File: config.mk
export PLATFORM = sky130hd
export DESIGN_NAME = cmd_recorder
export DESIGN_NICKNAME = d
export VERILOG_FILES = /design/src/rtl/cmd_recorder_pkg.sv /design/src/rtl/cmd_recorder_hold_timer.sv /design/src/rtl/cmd_recorder.sv
export SDC_FILE = /design/constraint.sdc
export NUM_CORES = 1
export LEC_CHECK = 0
export BUFFER_PORTS_ARGS = -buffer_cell sky130_fd_sc_hd__buf_2
export CORE_ASPECT_RATIO = 1.5
export CORE_UTILIZATION = 65
export DETAILED_ROUTE_END_ITERATION = 8
export PLACE_DENSITY = 0.79
export SLEW_MARGIN = 10
export SYNTH_ARGS = -nofsm -noshare
export SYNTH_HDL_FRONTEND = slang
export SYNTH_SLANG_ARGS = --single-unit
File: constraint.sdc
create_clock -name CLOCK50 -period 6.14 [get_ports CLOCK50]
set_input_delay 0.307 -clock CLOCK50 [delete_from_list [all_inputs] [get_ports CLOCK50]]
set_output_delay 0.307 -clock CLOCK50 [all_outputs]
set_load 0.05 [all_outputs]
File: src/rtl/cmd_recorder_pkg.sv
// ---------------------------------------------------------------------------
// cmd_recorder_pkg
//
// Purpose:
//   Shared definitions for the command recorder/player. Holds the playback
//   state type, the default parameter values, the bit positions of the
//   status bus, and a helper that sizes the hold counter.
//
// Contents:
//   state_e           IDLE / RUN playback state
//   DEF_CMD_W         default command word width (left/right torque packed)
//   DEF_DEPTH         default number of stored commands
//   DEF_HOLD_CYCLES   default cycles each command is held during playback
//   STATUS_*          bit index of each flag within the 4-bit status bus
//   timerWidth()      counter width able to count 0..cycles-1
// ---------------------------------------------------------------------------
package cmd_recorder_pkg;

  // The recorder is either editing its store (IDLE) or playing it back (RUN).
  typedef enum logic {
    IDLE = 1'b0,
    RUN  = 1'b1
  } state_e;

  // Default parameter values used by the top level and the hold timer.
  localparam int DEF_CMD_W       = 18;
  localparam int DEF_DEPTH       = 16;
  localparam int DEF_HOLD_CYCLES = 50_000_000;

  // Bit positions inside the status bus {full, empty, busy, err}, which
  // drives LEDG[3:0] directly.
  localparam int STATUS_ERR   = 0;
  localparam int STATUS_BUSY  = 1;
  localparam int STATUS_EMPTY = 2;
  localparam int STATUS_FULL  = 3;

  // Width of a counter that runs 0..cycles-1. A hold of one cycle still
  // needs a one-bit register so the counter is never zero-width.
  function automatic int timerWidth(input int cycles);
    return (cycles > 1) ? $clog2(cycles) : 1;
  endfunction

endpackage

File: src/rtl/cmd_recorder_hold_timer.sv
// ---------------------------------------------------------------------------
// hold_timer
//
// Purpose:
//   Paces playback. Counts 0..HOLD_CYCLES-1 while enabled and flags the
//   final count with a one-cycle expire, then wraps to 0 so the next entry
//   gets a full hold period with no gap.
//
// Ports:
//   clock_i    system clock, rising edge
//   reset_i    synchronous active-high reset, clears the count
//   start_i    restart the count from 0 (issued when playback begins)
//   enable_i   advance the count this cycle
//   expire_o   high during the last cycle of a hold period
// ---------------------------------------------------------------------------
module hold_timer
  import cmd_recorder_pkg::*;
#(
  parameter int HOLD_CYCLES = DEF_HOLD_CYCLES
) (
  input  logic clock_i,
  input  logic reset_i,
  input  logic start_i,
  input  logic enable_i,
  output logic expire_o
);

  localparam int TW = timerWidth(HOLD_CYCLES);
  localparam logic [TW-1:0] LAST_COUNT = TW'(HOLD_CYCLES - 1);
  localparam logic [TW-1:0] COUNT_ONE  = TW'(1);

  logic [TW-1:0] count_q;
  logic [TW-1:0] count_d;

  // Expire marks the last cycle of the current hold period. Start has
  // priority over enable so a fresh playback always begins at count 0;
  // an expiring count wraps straight back to 0 for the next entry.
  always_comb begin
    expire_o = enable_i && (count_q == LAST_COUNT);
    count_d  = count_q;
    if (start_i) begin
      count_d = '0;
    end else if (enable_i) begin
      count_d = expire_o ? '0 : (count_q + COUNT_ONE);
    end
  end

  // Plain counter register with synchronous reset.
  always_ff @(posedge clock_i) begin
    if (reset_i) begin
      count_q <= '0;
    end else begin
      count_q <= count_d;
    end
  end

endmodule

File: src/rtl/cmd_recorder.sv
// ---------------------------------------------------------------------------
// cmd_recorder
//
// Purpose:
//   Records up to DEPTH torque command words from debounced button pulses and
//   plays them back in order, holding each word on cmd_out for HOLD_CYCLES
//   cycles. Sits between the debounce instances and the LEDR/LEDG drivers.
//
// Ports:
//   CLOCK50   system clock, rising edge
//   reset     synchronous active-high reset; clears store, state and outputs
//   save      pulse: append cmd_in to the store (IDLE only)
//   delete    pulse: drop the newest stored word (IDLE only)
//   execute   pulse: start playback from IDLE, or abort a running playback
//   cmd_in    command word captured on save
//   cmd_out   word being played back, 0 when not playing
//   count     number of stored words
//   busy      high while playing
//   err       sticky flag: the last acted-on event was rejected
//   status    {full, empty, busy, err} for LEDG[3:0]
//
// Configuration:
//   CMD_RECORDER_LOOP_EN  when defined, playback wraps from the last entry to
//                         entry 0 with no gap and runs until aborted or reset.
//                         When undefined, one pass is played, then IDLE.
// ---------------------------------------------------------------------------
module cmd_recorder
  import cmd_recorder_pkg::*;
#(
  parameter int CMD_W       = DEF_CMD_W,
  parameter int DEPTH       = DEF_DEPTH,
  parameter int HOLD_CYCLES = DEF_HOLD_CYCLES
) (
  input  logic                         CLOCK50,
  input  logic                         reset,
  input  logic                         save,
  input  logic                         delete,
  input  logic                         execute,
  input  logic [CMD_W-1:0]             cmd_in,
  output logic [CMD_W-1:0]             cmd_out,
  output logic [$clog2(DEPTH+1)-1:0]   count,
  output logic                         busy,
  output logic                         err,
  output logic [3:0]                   status
);

  localparam int CW = $clog2(DEPTH + 1);
  localparam int IW = $clog2(DEPTH);
  localparam logic [CW-1:0] COUNT_FULL = CW'(DEPTH);
  localparam logic [CW-1:0] COUNT_ONE  = CW'(1);
  localparam logic [IW-1:0] IDX_ONE    = IW'(1);

  state_e           state_q;
  logic [IW-1:0]    idx_q;
  logic [CW-1:0]    count_q;
  logic [CW-1:0]    count_d;
  logic             err_q;
  logic             err_d;
  logic             full_q;
  logic             empty_q;
  logic             busy_q;
  logic [CMD_W-1:0] cmd_out_q;
  logic [CMD_W-1:0] mem_q [DEPTH];

  logic execEv;
  logic deleteEv;
  logic saveEv;
  logic startPlay;
  logic memWrite;
  logic lastEntry;
  logic timerEnable;
  logic expire;

  // Coincident pulses resolve as execute > delete > save; the losers are
  // simply dropped rather than queued.
  always_comb begin
    execEv   = execute;
    deleteEv = delete && !execute;
    saveEv   = save && !execute && !delete;
  end

  // Store editing and error flag. Only IDLE reacts to events here: in RUN
  // the count and err hold, and execute is handled as an abort by the FSM.
  // A rejected event (overflow, delete from empty, execute with nothing
  // stored) sets err; any accepted event clears it.
  always_comb begin
    count_d   = count_q;
    err_d     = err_q;
    startPlay = 1'b0;
    memWrite  = 1'b0;
    if (state_q == IDLE) begin
      if (execEv) begin
        if (count_q != '0) begin
          startPlay = 1'b1;
          err_d     = 1'b0;
        end else begin
          err_d = 1'b1;
        end
      end else if (deleteEv) begin
        if (count_q != '0) begin
          count_d = count_q - COUNT_ONE;
          err_d   = 1'b0;
        end else begin
          err_d = 1'b1;
        end
      end else if (saveEv) begin
        if (count_q != COUNT_FULL) begin
          memWrite = 1'b1;
          count_d  = count_q + COUNT_ONE;
          err_d    = 1'b0;
        end else begin
          err_d = 1'b1;
        end
      end
    end
  end

  // Playback pacing: the timer only runs in RUN, and the entry being played
  // is the last one when its index reaches count-1.
  always_comb begin
    timerEnable = (state_q == RUN);
    lastEntry   = (CW'(idx_q) == (count_q - COUNT_ONE));
  end

  hold_timer #(
    .HOLD_CYCLES (HOLD_CYCLES)
  ) u_hold_timer (
    .clock_i  (CLOCK50),
    .reset_i  (reset),
    .start_i  (startPlay),
    .enable_i (timerEnable),
    .expire_o (expire)
  );

  // Command store. Words are appended at index count, so delete only needs
  // to decrement count; stale entries above count are never played. No
  // reset: count=0 masks the contents.
  always_ff @(posedge CLOCK50) begin
    if (!reset && memWrite) begin
      mem_q[count_q[IW-1:0]] <= cmd_in;
    end
  end

  // Playback FSM with its registered outputs. cmd_out and busy are taken
  // from the state and index as they stood before this edge, which puts
  // them one cycle behind the FSM: the first word appears the cycle after
  // execute is accepted, each word is shown for a full hold period, and an
  // abort or the final expiry clears them one cycle later. full/empty are
  // taken from the next count so they track count exactly.
  always_ff @(posedge CLOCK50) begin
    if (reset) begin
      state_q   <= IDLE;
      idx_q     <= '0;
      count_q   <= '0;
      err_q     <= 1'b0;
      full_q    <= 1'b0;
      empty_q   <= 1'b1;
      busy_q    <= 1'b0;
      cmd_out_q <= '0;
    end else begin
      count_q   <= count_d;
      err_q     <= err_d;
      full_q    <= (count_d == COUNT_FULL);
      empty_q   <= (count_d == '0);
      busy_q    <= (state_q == RUN);
      cmd_out_q <= (state_q == RUN) ? mem_q[idx_q] : '0;
      case (state_q)
        IDLE: begin
          if (startPlay) begin
            state_q <= RUN;
            idx_q   <= '0;
          end
        end
        RUN: begin
          if (execEv) begin
            state_q <= IDLE;
            idx_q   <= '0;
          end else if (expire) begin
            if (lastEntry) begin
`ifdef CMD_RECORDER_LOOP_EN
              idx_q <= '0;
`else
              state_q <= IDLE;
              idx_q   <= '0;
`endif
            end else begin
              idx_q <= idx_q + IDX_ONE;
            end
          end
        end
      endcase
    end
  end

  // Outputs come straight from registers; status is only a re-packing of
  // the four flag registers into LED order.
  always_comb begin
    cmd_out              = cmd_out_q;
    count                = count_q;
    busy                 = busy_q;
    err                  = err_q;
    status               = '0;
    status[STATUS_FULL]  = full_q;
    status[STATUS_EMPTY] = empty_q;
    status[STATUS_BUSY]  = busy_q;
    status[STATUS_ERR]   = err_q;
  end

endmodule

# ---- Word level (Yosys, flattened, before mapping)
# Memory sizes are Yosys's and may differ from the RTL's. A register that Yosys moved wholly into a read port is not among the register bits.
# Index checks and enable logic that the tools add are counted.
dict set report word_totals {
  regBits 40
  mem_bits_rw 288
  mem_count 1
  wordCells 67
  input_bits 23
  output_inout_bits 29
}
dict set report classes {
  mux 32
  add_sub_neg 4
  n_bitwise 1
  n_eq_ne 6
  n_reduce_logical 15
}
# name depth word_bits read_ports rd_ports_with_merged_regs wr line_no
set mem_list {}
lappend mem_list {mem_q 16 18 1 1 1 cmd_recorder.sv:63} ;# logic [CMD_W-1:0] mem_q [DEPTH];
# op n
set ops {}
lappend ops {{two-way mux 5 bit} 6}
lappend ops {{adder 26 x 1 -> 26 bit (second input constant)} 1}
lappend ops {{== test 26 bit (second input constant)} 1}
lappend ops {{two-way mux 26 bit} 1}
lappend ops {{two-way mux 1 bit} 19}
lappend ops {{two-way mux 4 bit} 4}
lappend ops {{case mux 4 bit (2 select lines)} 1}
lappend ops {{adder 5 x 1 -> 5 bit (second input constant)} 1}
lappend ops {{== test 4 x 5 -> 1 bit} 1}
lappend ops {{== test 5 bit (second input constant)} 1}
lappend ops {{logical AND 1 bit} 5}
lappend ops {{logical NOT 5 bit} 1}
lappend ops {{inequality test 5 bit (second input constant)} 1}
lappend ops {{nonzero test 5 bit} 1}
lappend ops {{subtractor 5 x 1 -> 5 bit (second input constant)} 1}
lappend ops {{adder 4 x 1 -> 4 bit (second input constant)} 1}
lappend ops {{AND reduction 2 bit} 2}
lappend ops {{OR reduction 2 bit} 2}
lappend ops {{logical NOT 1 bit} 3}
lappend ops {{inequality test 3 x 2 -> 1 bit (second input constant)} 1}
lappend ops {{nonzero test 3 bit} 1}
lappend ops {{inequality test 2 bit (second input constant)} 1}
lappend ops {{case mux 1 bit (2 select lines)} 1}
lappend ops {{inverter 1 bit} 1}

# ---- Longest topological paths before layout
# Gate-level depths: netlist of the first run.
dict set report depth {
  depth_word 10
  mapped_depth 9
  ltp_nobuf 7
}

# ---- Cells and area by module
# From an unflattened synthesis of the first run, not the netlist that was laid out.
dict set report hier_totals {
  hier_cells 755
  area_unflattened_um2 13795.7
}
# module seq_area_each_um2 n_inst area_each_um2 cells_each
set modules_own_cells {}
lappend modules_own_cells {cmd_recorder 9288.9 1 12451.9 599}
lappend modules_own_cells {hold_timer 520.5 1 1343.8 156}

# ---- Worst setup path after synthesis of the first run
# No wires, ideal clock.
dict set report synth_timing {
  kind {register to register}
  from {reg count_q[0], in the netlist count[0]}
  to {mem mem_q[3][0] in the netlist's numbering (enable)}
  setup_time_ps 416
  period_less_slack_ps 3380
  path_stages_with_launch 8
  path_buffers 0
  required_ps 5724
  t_arrival_ps 2964
  setup_slack_ps 2760
  cell_sequence {dfxtp_1 > inv_1 > ha_1 > nand4bb_1 > nand3_1 > nor2_1 > nand2_1 > nor3_1}
}
dict set report synth_between {
  elab_chain_len 9
}
# element line_no
set synth_lines {}
lappend synth_lines {{start: declaration} cmd_recorder.sv:55} ;# logic [CW-1:0] count_q;
lappend synth_lines {{start signal: assignment} cmd_recorder.sv:161} ;# count_q <= count_d;
lappend synth_lines {{inequality test 5 bit} cmd_recorder.sv:107} ;# if (count_q != COUNT_FULL) begin
lappend synth_lines {{two-way mux 1 bit} cmd_recorder.sv:107}
lappend synth_lines {{two-way mux 1 bit} cmd_recorder.sv:106} ;# end else if (saveEv) begin
lappend synth_lines {{two-way mux 1 bit} cmd_recorder.sv:99} ;# end else if (deleteEv) begin
lappend synth_lines {{two-way mux 1 bit} cmd_recorder.sv:92} ;# if (execEv) begin
lappend synth_lines {{two-way mux 1 bit} cmd_recorder.sv:91} ;# if (state_q == IDLE) begin
lappend synth_lines {{logical AND 1 bit} cmd_recorder.sv:139} ;# if (!reset && memWrite) begin
lappend synth_lines {{two-way mux 1 bit} cmd_recorder.sv:139}
lappend synth_lines {{two-way mux 1 bit (not written as such)} cmd_recorder.sv:140} ;# mem_q[count_q[IW-1:0]] <= cmd_in;
lappend synth_lines {{end: declaration} cmd_recorder.sv:63}
# Several ways; a longest one is shown, not always the timed one.

# ---- Final worst setup path of the first run
dict set report layout_timing {
  from {reg count_q[0], in the netlist count[0]}
  to {mem mem_q[2][10] in the netlist's numbering (enable)}
}
# The elaborated chain is that of the path after synthesis.

==> results of run 1 <==
[metrics by stage]
stage,power (W),instance area [µm²],instances,utilization
2_1_floorplan,0.00309,13600,728,-
3_3_place_gp,0.00319,14100,1011,0.689
3_5_place_dp,0.00321,14100,1011,0.691
4_1_cts,0.00521,15200,1067,0.744
5_1_grt,0.00534,15200,1067,0.744
6_report,0.00520,15200,1068,0.744
[layout by cell type, fill, tap and decap left out, types with 3 or more instances in the layout]
| master | netlist | routed |
|---|---|---|
| sky130_fd_sc_hd__nor3b_1 | 3 | 3 |
| sky130_fd_sc_hd__nand4_1 | 12 | 12 |
| sky130_fd_sc_hd__nor3_2 | 0 | 4 |
| sky130_fd_sc_hd__buf_4 | 4 | 7 |
| sky130_fd_sc_hd__nor4_1 | 8 | 8 |
| sky130_fd_sc_hd__nor2_4 | 0 | 11 |
| sky130_fd_sc_hd__bufinv_16 | 0 | 5 |
| sky130_fd_sc_hd__xnor2_1 | 21 | 21 |
| sky130_fd_sc_hd__nand2_1 | 22 | 22 |
| sky130_fd_sc_hd__ha_1 | 7 | 7 |
| sky130_fd_sc_hd__and3_1 | 6 | 6 |
| sky130_fd_sc_hd__nand2b_1 | 4 | 4 |
| sky130_fd_sc_hd__and2_1 | 19 | 19 |
| sky130_fd_sc_hd__clkinv_2 | 0 | 10 |
| sky130_fd_sc_hd__o21ai_0 | 3 | 3 |
| sky130_fd_sc_hd__nor3_1 | 15 | 11 |
| sky130_fd_sc_hd__nor2_1 | 57 | 45 |
| sky130_fd_sc_hd__xor2_1 | 10 | 10 |
| sky130_fd_sc_hd__dfxtp_1 | 58 | 56 |
| sky130_fd_sc_hd__mux4_2 | 90 | 90 |
| sky130_fd_sc_hd__edfxtp_1 | 288 | 288 |
| sky130_fd_sc_hd__clkbuf_8 | 0 | 5 |
| sky130_fd_sc_hd__inv_1 | 10 | 10 |
| sky130_fd_sc_hd__a21oi_1 | 5 | 5 |
| sky130_fd_sc_hd__nand3_1 | 14 | 14 |
| sky130_fd_sc_hd__clkbuf_16 | 0 | 31 |
| sky130_fd_sc_hd__buf_2 | 8 | 51 |
[routing by layer]
| metal | wire length [µm] | part of all wire | track usage |
|---|---|---|---|
| met2 | 16900 | 0.55 | 0.535 |
| met5 | 0 | 0 | 0 |
| met1 | 10900 | 0.35 | 0.374 |
| met3 | 1980 | 0.064 | 0.0404 |
| met4 | 1150 | 0.037 | 0.127 |
[worst paths after layout]
check                      start                     end  slack (ps)
max reg2reg  count[0]$_SDFF_PP0_  mem_q[2][10]$_DFFE_PP_        2910
max          count[0]$_SDFF_PP0_  mem_q[2][10]$_DFFE_PP_        2910
min reg2reg     err$_SDFFE_PP0P_        err$_SDFFE_PP0P_         490
min                        reset     count[2]$_SDFF_PP0_         130
[kinds of logic (layout without fill, tap and decap cells)]
family	Yosys count	count (layout)
other	0	1
AND/OR/NAND/NOR	176	176
multiplexers	92	92
AO/OA/AOI/OAI	25	25
XOR/XNOR	32	32
adder cells (fa/ha/maj)	7	7
buffers and inverters	50	125
flip-flops	346	346
[sequential cells by signal, summed over array words and instances (netlist names)]
signal,flops
busy,1
cmd_out,18
count,5
empty_q,1
err,1
full_q,1
idx_q,4
mem_q,288
state_q,1
u_hold_timer.count_q,26
[power by group]
group | internal (W) | switching (W)
Clock | 0.00119 | 0.000838
Sequential | 0.00259 | 0.0000614
Combinational | 0.000180 | 0.000343
Total | 0.00396 | 0.00124
[layout make-up]
| class | count | share of cell area |
|---|---|---|
| flip-flops and latches | 346 | 0.646 |
| multi-input cells | 332 | 0.238 |
| clock buffers | 38 | 0.0561 |
| well taps | 264 | 0.0217 |
| repair buffers | 58 | 0.0203 |
| clock inverters | 18 | 0.0144 |
| inverters | 11 | 0.00272 |
| diodes | 1 | 0.000165 |
==> flow_metrics.py, run 1 <==
metrics = {
    "outcome": {
        "run_status": "finished, final reports clean",
    },
    "yosys": {
        "post_synth.cell_area_avg_um2": 18.7,
        "post-synth-top-area-fraction": 0.636,
        "seq_area_frac_synth": 0.721,
        "complex_gate_fraction_of_the_synthesized_area": 0.0129,
        "ys_types": 52,
        "synth_flop_cell": "sky130_fd_sc_hd__edfxtp_1",
        "synth_area_leaders": "sky130_fd_sc_hd__edfxtp_1, sky130_fd_sc_hd__mux4_2, sky130_fd_sc_hd__dfxtp_1",
        "synth_async_sr_flop_share": 0,
        "yosysWarningCount": 0,
        "synthCells": 728,
        "syn-num-nets": 758,
        "most_used_standard_cell_by_instance_count_after_synthesis": "sky130_fd_sc_hd__edfxtp_1",
        "synth-edff-count": 288,
        "synth_top_cells_by_count": "sky130_fd_sc_hd__edfxtp_1, sky130_fd_sc_hd__mux4_2, sky130_fd_sc_hd__dfxtp_1",
        "yosys.area_share.simple": 0.0671,
        "netlist.top_cell.by_area": "sky130_fd_sc_hd__edfxtp_1",
        "synthXorXnorAreaFrac": 0.0216,
        "synth.mux.area_fraction": 0.150,
        "synth_seq_cells": 346,
        "netlist_area_um2": 13600,
        "post_synth_fa_ha_maj_area_fraction": 0.00644,
        "synth_top_family_by_area": "multiplexers",
    },
    "clock_network": {
        "cts.sink_count": 346,
        "cts-root-to-sink-buffers": 3,
        "cts-root-buf": "sky130_fd_sc_hd__clkbuf_16",
        "clock_tree_from_tritoncts": "yes",
        "h_tree_depth": 1,
        "clock_latency_of_the_later_clocked_register_in_the_worst_skew_pair_ps": 550,
        "cts-buffers-inserted": 30,
        "post_cts_hold_buffer_count": 0,
        "postCtsSetupRepairBufs": 0,
        "cts.clk_slew.worst_paths_ps": 60,
        "post_cts_resize_count": 0,
    },
    "power_and_ir_drop": {
        "power_leakage_nw": 4.83,
        "ir_drop_mv": 0.284,
        "power_per_cell_area_nw_per_um2": 342,
    },
    "setup_path": {
        "reg2reg_path_depth": 8,
        "critical_path.startpoint_type": "flip-flop",
        "cp_max_fo": 10,
        "crit_cells": 8,
        "crit_path_max_incr_delay_ps": 900,
        "critical-path-slowest-cell": "sky130_fd_sc_hd__nor3_2",
        "crit_chain": "inv_1, ha_1, nand4bb_1, nand3_1, nor2_1, nand2_1, nor3_2, buf_4",
        "startpoint_to_endpoint_class_of_the_critical_path": "flip-flop to flip-flop",
        "cp.buffers_inverters": 2,
        "worst_ep_arrival_time_ps": 3470,
        "cp-end-kind": "flip-flop",
        "path_delay_family": "simple AND/OR/NAND/NOR gates",
        "cp_data_required_time_ps": 6380,
    },
    "cells_and_area": {
        "fillCellCount": 1134,
        "syn_to_final_growth_pct": 11.6,
        "layout-drive-gt1-share": 0.283,
        "sequential_area_um2": 9810,
        "finalNetCount": 809,
        "multi_input_area_um2": 3620,
    },
    "routing": {
        "routed_wl_um": 30900,
        "drt_iter0_markers": 749,
        "drc": 0,
        "num_vias": 7168,
        "routed_wire_length_per_instance_um": 28.9,
        "detail_route.vias_per_cell": 6.71,
        "drtAntennaViolNets": 0,
        "drt_pre_antenna_iters": 5,
    },
    "global_routing": {
        "grt_pass1_wl_um": 45800,
        "grt_start_max_net_pins": 47,
        "grt_antenna_before_repair": 1,
        "overall_global_routing_usage": 0.302,
        "grt_overflow": 0,
        "first_global_vias": 7424,
    },
    "sta": {
        "maxClockFrequency_mhz": 310,
        "finalHoldViolations": 0,
        "setup_viol_count_final": 0,
        "setup_slack_ps": 2910,
        "final_period_minus_worst_setup_slack_ps": 3230,
        "final_cycle_utilization_of_the_critical_path": 0.526,
        "grt_setup_unrepaired": "false",
        "fin_setup_tns_ps": 0,
        "finClkSkew_ps": 18.2,
        "drv_slew": 0,
        "max_slew_headroom": 0.130,
        "hold_ws_ps": 125,
        "worstMarginPinSlew_ps": 1300,
    },
    "floorplan": {
        "die_area_um2": 21500,
        "die_width_um": 120,
        "std_cell_rows": 64,
        "ioPinCount": 52,
        "die_y_um": 179,
        "start_util": 0.666,
        "core_area_um2": 20400,
    },
    "flow_run": {
        "total_of_max_cap_violations": 0,
    },
    "hold_path": {
        "hold_path_class": "input pin to flip-flop",
        "min_path_cells": 2,
    },
    "placed_design": {
        "dp_slack_ps": 3000,
        "io_buffer_count": 51,
        "dp_hpwl_um": 16800,
        "place.gp.congestion": 0.863,
    },
}
No activity file was read; power rests on OpenSTA's default activity.
==> inputs of run 2 (changes only) <==
--- a/config.mk
+++ b/config.mk
@@ -7,9 +7,9 @@
 export LEC_CHECK = 0
 export BUFFER_PORTS_ARGS = -buffer_cell sky130_fd_sc_hd__buf_2
 export CORE_ASPECT_RATIO = 1.5
-export CORE_UTILIZATION = 65
+export CORE_UTILIZATION = 61
 export DETAILED_ROUTE_END_ITERATION = 8
-export PLACE_DENSITY = 0.79
+export PLACE_DENSITY = 0.75
 export SLEW_MARGIN = 10
 export SYNTH_ARGS = -nofsm -noshare
 export SYNTH_HDL_FRONTEND = slang
==> constraint.sdc (replaced) <==
create_clock -name CLOCK50 -period 3 [get_ports CLOCK50]
set_input_delay 0.15 -clock CLOCK50 [delete_from_list [all_inputs] [get_ports CLOCK50]]
set_output_delay 0.15 -clock CLOCK50 [all_outputs]
set_load 0.05 [all_outputs]
==> run 2 against run 1 <==
Clock power increased by 100%. Flip-flop and latch count unchanged. Fmax increased by 26%. Count of clock-buffer cells in the layout increased by 7. Final area increased by 1.9%. Critical path depth decreased by 1. Largest cell class unchanged.
==> flow_metrics.py, run 2 (synthesis results as in run 1) <==
metrics = {
    "flow_run": {
        "total_of_max_cap_violations": 0,
    },
    "clock_network": {
        "h_tree_depth": 1,
        "cts-root-to-sink-buffers": 3,
        "cts.clk_slew.worst_paths_ps": 70,
        "cts.sink_count": 346,
        "postCtsSetupRepairBufs": 0,
        "cts-buffers-inserted": 30,
        "cts-root-buf": "sky130_fd_sc_hd__clkbuf_16",
        "clock_latency_of_the_later_clocked_register_in_the_worst_skew_pair_ps": 550,
        "clock_tree_from_tritoncts": "yes",
    },
    "placed_design": {
        "io_buffer_count": 51,
        "dp_slack_ps": 487,
        "dp_hpwl_um": 17100,
        "place.gp.congestion": 0.812,
    },
    "routing": {
        "dr.max_layer_used": "met4",
        "drt_pre_antenna_iters": 5,
        "num_vias": 7002,
        "routed_wl_um": 27900,
        "detail_route.vias_per_cell": 6.31,
        "wl_met3_um": 1750,
        "met1_length_um": 10700,
        "drc": 0,
        "drtAntennaViolNets": 0,
        "routed_wire_length_per_instance_um": 25.1,
        "wl_met2_um": 14600,
        "drt_iter0_markers": 495,
    },
    "sta": {
        "grt_setup_unrepaired": "false",
        "max_slew_headroom": 0.473,
        "worstMarginPinSlew_ps": 779,
        "maxClockFrequency_mhz": 392,
        "drv_slew": 0,
        "setup_viol_count_final": 0,
        "final_period_minus_worst_setup_slack_ps": 2550,
        "finClkSkew_ps": 12.4,
        "fin_setup_tns_ps": 0,
        "finalHoldViolations": 0,
        "setup_slack_ps": 448,
        "final_cycle_utilization_of_the_critical_path": 0.851,
    },
    "outcome": {
        "run_status": "finished, final reports clean",
    },
    "cells_and_area": {
        "layout-drive-gt1-share": 0.293,
        "postLayoutCoreUtil": 0.710,
        "finalNetCount": 841,
        "syn_to_final_growth_pct": 13.7,
        "largest_register_ffs": 288,
        "final_common_cell": "sky130_fd_sc_hd__edfxtp_1",
        "fillCellCount": 1326,
        "layout.cells.most_common_list": "sky130_fd_sc_hd__edfxtp_1, sky130_fd_sc_hd__mux4_2, sky130_fd_sc_hd__dfxtp_1",
    },
    "setup_path": {
        "worst_ep_arrival_time_ps": 3010,
        "cp-end-kind": "flip-flop",
        "crit_chain": "inv_1, ha_1, nor3b_1, and3_1, o311ai_1, nand2_1, o22ai_1",
        "path_delay_family": "compound AO/OA/AOI/OAI gates",
        "startpoint_to_endpoint_class_of_the_critical_path": "flip-flop to flip-flop",
        "cp.buffers_inverters": 1,
        "cp_data_required_time_ps": 3460,
        "critical-path-slowest-cell": "sky130_fd_sc_hd__o311ai_1",
        "critical_path.startpoint_type": "flip-flop",
        "cp_max_fo": 8,
        "crit_path_max_incr_delay_ps": 680,
    },
    "hold_path": {
        "hold_path_class": "input pin to flip-flop",
    },
    "power_and_ir_drop": {
        "power_leakage_nw": 4.97,
        "power_per_cell_area_nw_per_um2": 685,
        "ir_drop_mv": 0.785,
    },
    "floorplan": {
        "ioPinCount": 52,
        "die_area_um2": 22900,
        "die_width_um": 124,
        "die_y_um": 185,
        "start_util": 0.624,
        "std_cell_rows": 66,
        "core_area_um2": 21800,
    },
    "global_routing": {
        "grt_pass1_wl_um": 42700,
        "first_global_vias": 7304,
        "grt_antenna_before_repair": 2,
        "grt_start_max_net_pins": 63,
        "overall_global_routing_usage": 0.257,
        "grt_overflow": 0,
    },
}
-- run 2: worst paths after layout --
| path | from | to | slack [ps] | cells after the start |
|---|---|---|---|---|
| hold / removal | cmd_in[7] | mem_q[8][7]$_DFFE_PP_ | 10 | 1 |
| setup / recovery | count[0]$_SDFF_PP0_ | idx_q[0]$_SDFFE_PP0P_ | 450 | 7 |
| hold reg to reg | err$_SDFFE_PP0P_ | err$_SDFFE_PP0P_ | 510 | 2 |
| setup reg to reg | count[0]$_SDFF_PP0_ | idx_q[0]$_SDFFE_PP0P_ | 450 | 7 |
-- run 2: layout make-up --
type / instances / area [µm²] / area share
Antenna cell: 2 / 5.00 / 0.000323
Clock buffer: 45 / 903 / 0.0584
Tap cell: 272 / 340 / 0.0220
Multi-Input combinational cell: 332 / 3590 / 0.232
Clock inverter: 11 / 160 / 0.0104
Sequential cell: 346 / 9810 / 0.634
Inverter: 11 / 41.3 / 0.00267
Timing Repair Buffer: 90 / 616 / 0.0398
-- run 2: through the flow --
| stage | hold WS [ps] | cells | total power (W) | instance area, µm² |
|---|---|---|---|---|
| 3_3_place_gp | 484 | 1039 | 0.00658 | 14300 |
| 2_1_floorplan | 249 | 728 | 0.00633 | 13600 |
| 5_1_grt | 3.92 | 1107 | 0.0109 | 15500 |
| 4_1_cts | 0.594 | 1107 | 0.0107 | 15500 |
| 6_report | 12.9 | 1109 | 0.0106 | 15500 |
| 3_5_place_dp | 487 | 1039 | 0.00662 | 14300 |
-- run 2: worst register-to-register path, stage by stage, from the launching register on --
cell and delay, ps:
sky130_fd_sc_hd__dfxtp_1 510, sky130_fd_sc_hd__inv_1 140, sky130_fd_sc_hd__ha_1 300, sky130_fd_sc_hd__nor3b_1 200
sky130_fd_sc_hd__and3_1 220, sky130_fd_sc_hd__o311ai_1 680, sky130_fd_sc_hd__nand2_1 210, sky130_fd_sc_hd__o22ai_1 210
-- run 2: timing repair --
action,CTS,global route
hold buffers,12,0
endpoints found under the hold margin,154,0
resized for setup,0,0
-- run 2: power by group --
| part | switching (W) | leakage, nW | total [W] | internal [W] |
|---|---|---|---|---|
| combinational | 0.000758 | 1.38 | 0.00116 | 0.000403 |
| clock | 0.00163 | 0.526 | 0.00405 | 0.00242 |
| sequential | 0.0000853 | 3.06 | 0.00538 | 0.00529 |
-- run 2: metal layers --
layer  track usage  vias up
li1              -     3059
met3        0.0450       47
met4        0.0862        0
met1         0.342     3620
met5             0        -
met2         0.431      276
==> inputs of run 3 (changes only) <==
--- a/config.mk
+++ b/config.mk
@@ -10,6 +10,7 @@
 export CORE_UTILIZATION = 61
 export DETAILED_ROUTE_END_ITERATION = 8
 export PLACE_DENSITY = 0.75
+export REMOVE_ABC_BUFFERS = 1
 export SLEW_MARGIN = 10
 export SYNTH_ARGS = -nofsm -noshare
 export SYNTH_HDL_FRONTEND = slang
==> run 3 against run 2 <==
Highest routed layer unchanged. Die area unchanged. Total power decreased by 0.53%. Sequential power about the same. Core utilization increased by 0.15 points. Combinational power decreased by 5%. Critical path type unchanged. Critical endpoint is now idx_q[2]$_SDFFE_PP0P_.
==> flow_metrics.py, run 3 (synthesis results as in run 1) <==
metrics = {
    "setup_path": {
        "cp_max_fo": 8,
        "worstReg2RegEnd": "idx_q[2]$_SDFFE_PP0P_",
        "reg2reg_path_depth": 7,
        "cp_data_required_time_ps": 3450,
        "cp-end-kind": "flip-flop",
        "endpoint": "idx_q[2]$_SDFFE_PP0P_",
        "rrSetupSlack_ps": 430,
        "worst_ep_arrival_time_ps": 3020,
        "critical_path.startpoint_type": "flip-flop",
        "timing.critical_path.from": "count[0]$_SDFF_PP0_",
        "startpoint_to_endpoint_class_of_the_critical_path": "flip-flop to flip-flop",
        "r2r-start": "count[0]$_SDFF_PP0_",
    },
    "placed_design": {
        "io_buffer_count": 51,
        "place.gp.congestion": 0.823,
        "detailed_place.area_um2": 14300,
        "dp_hpwl_um": 16100,
    },
    "clock_network": {
        "clock_latency_of_the_later_clocked_register_in_the_worst_skew_pair_ps": 550,
        "cts.sink_count": 346,
        "post_cts_resize_count": 0,
        "h_tree_depth": 1,
        "cts-root-to-sink-buffers": 3,
        "post_cts_hold_buffer_count": 19,
        "cts-root-buf": "sky130_fd_sc_hd__clkbuf_16",
        "cts.clk_slew.worst_paths_ps": 70,
        "postCtsSetupRepairBufs": 0,
        "clock_tree_from_tritoncts": "yes",
        "cts-buffers-inserted": 29,
    },
    "cells_and_area": {
        "largest_register_ffs": 288,
        "finalNetCount": 850,
        "fillCellCount": 1341,
        "layout-drive-gt1-share": 0.286,
        "num_antenna_cells": 0,
        "sequential_area_um2": 9820,
        "layout.cell_area.non_filler_um2": 15500,
        "multi_input_area_um2": 3570,
        "syn_to_final_growth_pct": 13.9,
        "final_common_cell": "sky130_fd_sc_hd__edfxtp_1",
        "layout.cells.most_common_list": "sky130_fd_sc_hd__edfxtp_1, sky130_fd_sc_hd__mux4_2, sky130_fd_sc_hd__dfxtp_1",
    },
    "routing": {
        "detail_route.vias_per_cell": 6.35,
        "drt_pre_antenna_iters": 5,
        "drt_iter0_markers": 621,
        "drtAntennaViolNets": 0,
        "routed_wl_um": 28300,
        "drc": 0,
        "routed_wire_length_per_instance_um": 25.4,
        "num_vias": 7079,
    },
    "sta": {
        "worstMarginPinSlew_ps": 821,
        "fin_setup_tns_ps": 0,
        "grt_setup_unrepaired": "false",
        "maxClockFrequency_mhz": 390,
        "max_slew_headroom": 0.452,
        "finalHoldViolations": 0,
        "drv_slew": 0,
        "setup_viol_count_final": 0,
        "final_period_minus_worst_setup_slack_ps": 2570,
        "finClkSkew_ps": 9.09,
        "final_cycle_utilization_of_the_critical_path": 0.855,
    },
    "global_routing": {
        "first_global_vias": 7550,
        "grt_overflow": 0,
        "grt_start_max_net_pins": 45,
        "overall_global_routing_usage": 0.262,
        "grt_antenna_before_repair": 0,
        "grt_pass1_wl_um": 42600,
    },
    "floorplan": {
        "die_width_um": 124,
        "std_cell_rows": 66,
        "core_area_um2": 21800,
        "die_y_um": 185,
        "ioPinCount": 52,
        "start_util": 0.624,
        "die_area_um2": 22900,
    },
    "outcome": {
        "run_status": "finished, final reports clean",
    },
    "flow_run": {
        "total_of_max_cap_violations": 0,
    },
    "power_and_ir_drop": {
        "power_per_cell_area_nw_per_um2": 680,
        "ir_drop_mv": 0.599,
        "power_leakage_nw": 5.02,
    },
    "hold_path": {
        "hold_path_class": "input pin to flip-flop",
    },
}
-- run 3: cell count changes in the layout (fill, tap and decap cells not counted), sizes merged --
| cell | previous run | this run |
|---|---|---|
| clkbuf | 45 | 33 |
| bufinv | 4 | 7 |
| clkinvlp | 1 | 0 |
| diode | 2 | 0 |
| inv | 11 | 12 |
| buf | 78 | 81 |
| dlygate4sd3 | 12 | 19 |
| clkinv | 6 | 12 |
-- run 3: worst min-delay path by stage --
| stage | slack [ps] | depth (start not counted) | end | startpoint |
|---|---|---|---|---|
| 3_5_place_dp | 490 | 2 | err$_SDFFE_PP0P_ | err$_SDFFE_PP0P_ |
| 6_report | 90 | 4 | err$_SDFFE_PP0P_ | save |
| 2_1_floorplan | 220 | 1 | err$_SDFFE_PP0P_ | reset |
| 5_1_grt | 110 | 4 | count[1]$_SDFF_PP0_ | save |
| 4_1_cts | 60 | 4 | err$_SDFFE_PP0P_ | save |
| 3_3_place_gp | 480 | 2 | err$_SDFFE_PP0P_ | err$_SDFFE_PP0P_ |
-- run 3: cell type report --
| cell class | count | share of cell area |
|---|---|---|
| flip-flops and latches | 346 | 0.633 |
| multi-input cells | 332 | 0.230 |
| clock buffers | 33 | 0.0491 |
| repair buffers | 100 | 0.0457 |
| well taps | 272 | 0.0219 |
| clock inverters | 20 | 0.0174 |
| inverters | 11 | 0.00266 |
-- run 3: critical path, cell delays in order (launching register included) --
cell and delay, ps:
sky130_fd_sc_hd__dfxtp_1 480, sky130_fd_sc_hd__inv_1 140, sky130_fd_sc_hd__ha_1 290, sky130_fd_sc_hd__nor3b_1 190, sky130_fd_sc_hd__and3_1 220, sky130_fd_sc_hd__o311ai_1 640
sky130_fd_sc_hd__nand4_1 220, sky130_fd_sc_hd__a31oi_1 290
-- run 3: where the power goes --
group	internal [W]	switching, W	total, W
Sequential	0.00529	0.0000949	0.00539
Combinational	0.000397	0.000703	0.00110
Clock	0.00242	0.00163	0.00405
Total	0.00811	0.00243	0.0105
-- run 3: per-layer routing --
metal,global-route usage,up-vias,routed length [µm]
met5,0,-,0
met4,0.116,0,1050
met3,0.0419,73,1760
met2,0.469,309,15300
met1,0.308,3623,10100
li1,-,3074,-
-- run 3: through the flow --
step,hold slack [ps],power [W],cells,worst slack [ps],utilization
after detailed placement,494,0.00657,1042,523,0.655
after global placement,480,0.00653,1042,687,0.655
after global routing,112,0.0108,1114,250,0.711
after CTS,59.7,0.0106,1114,503,0.711
after floorplan,219,0.00625,689,-1520,-
final,86.1,0.0105,1114,434,0.711
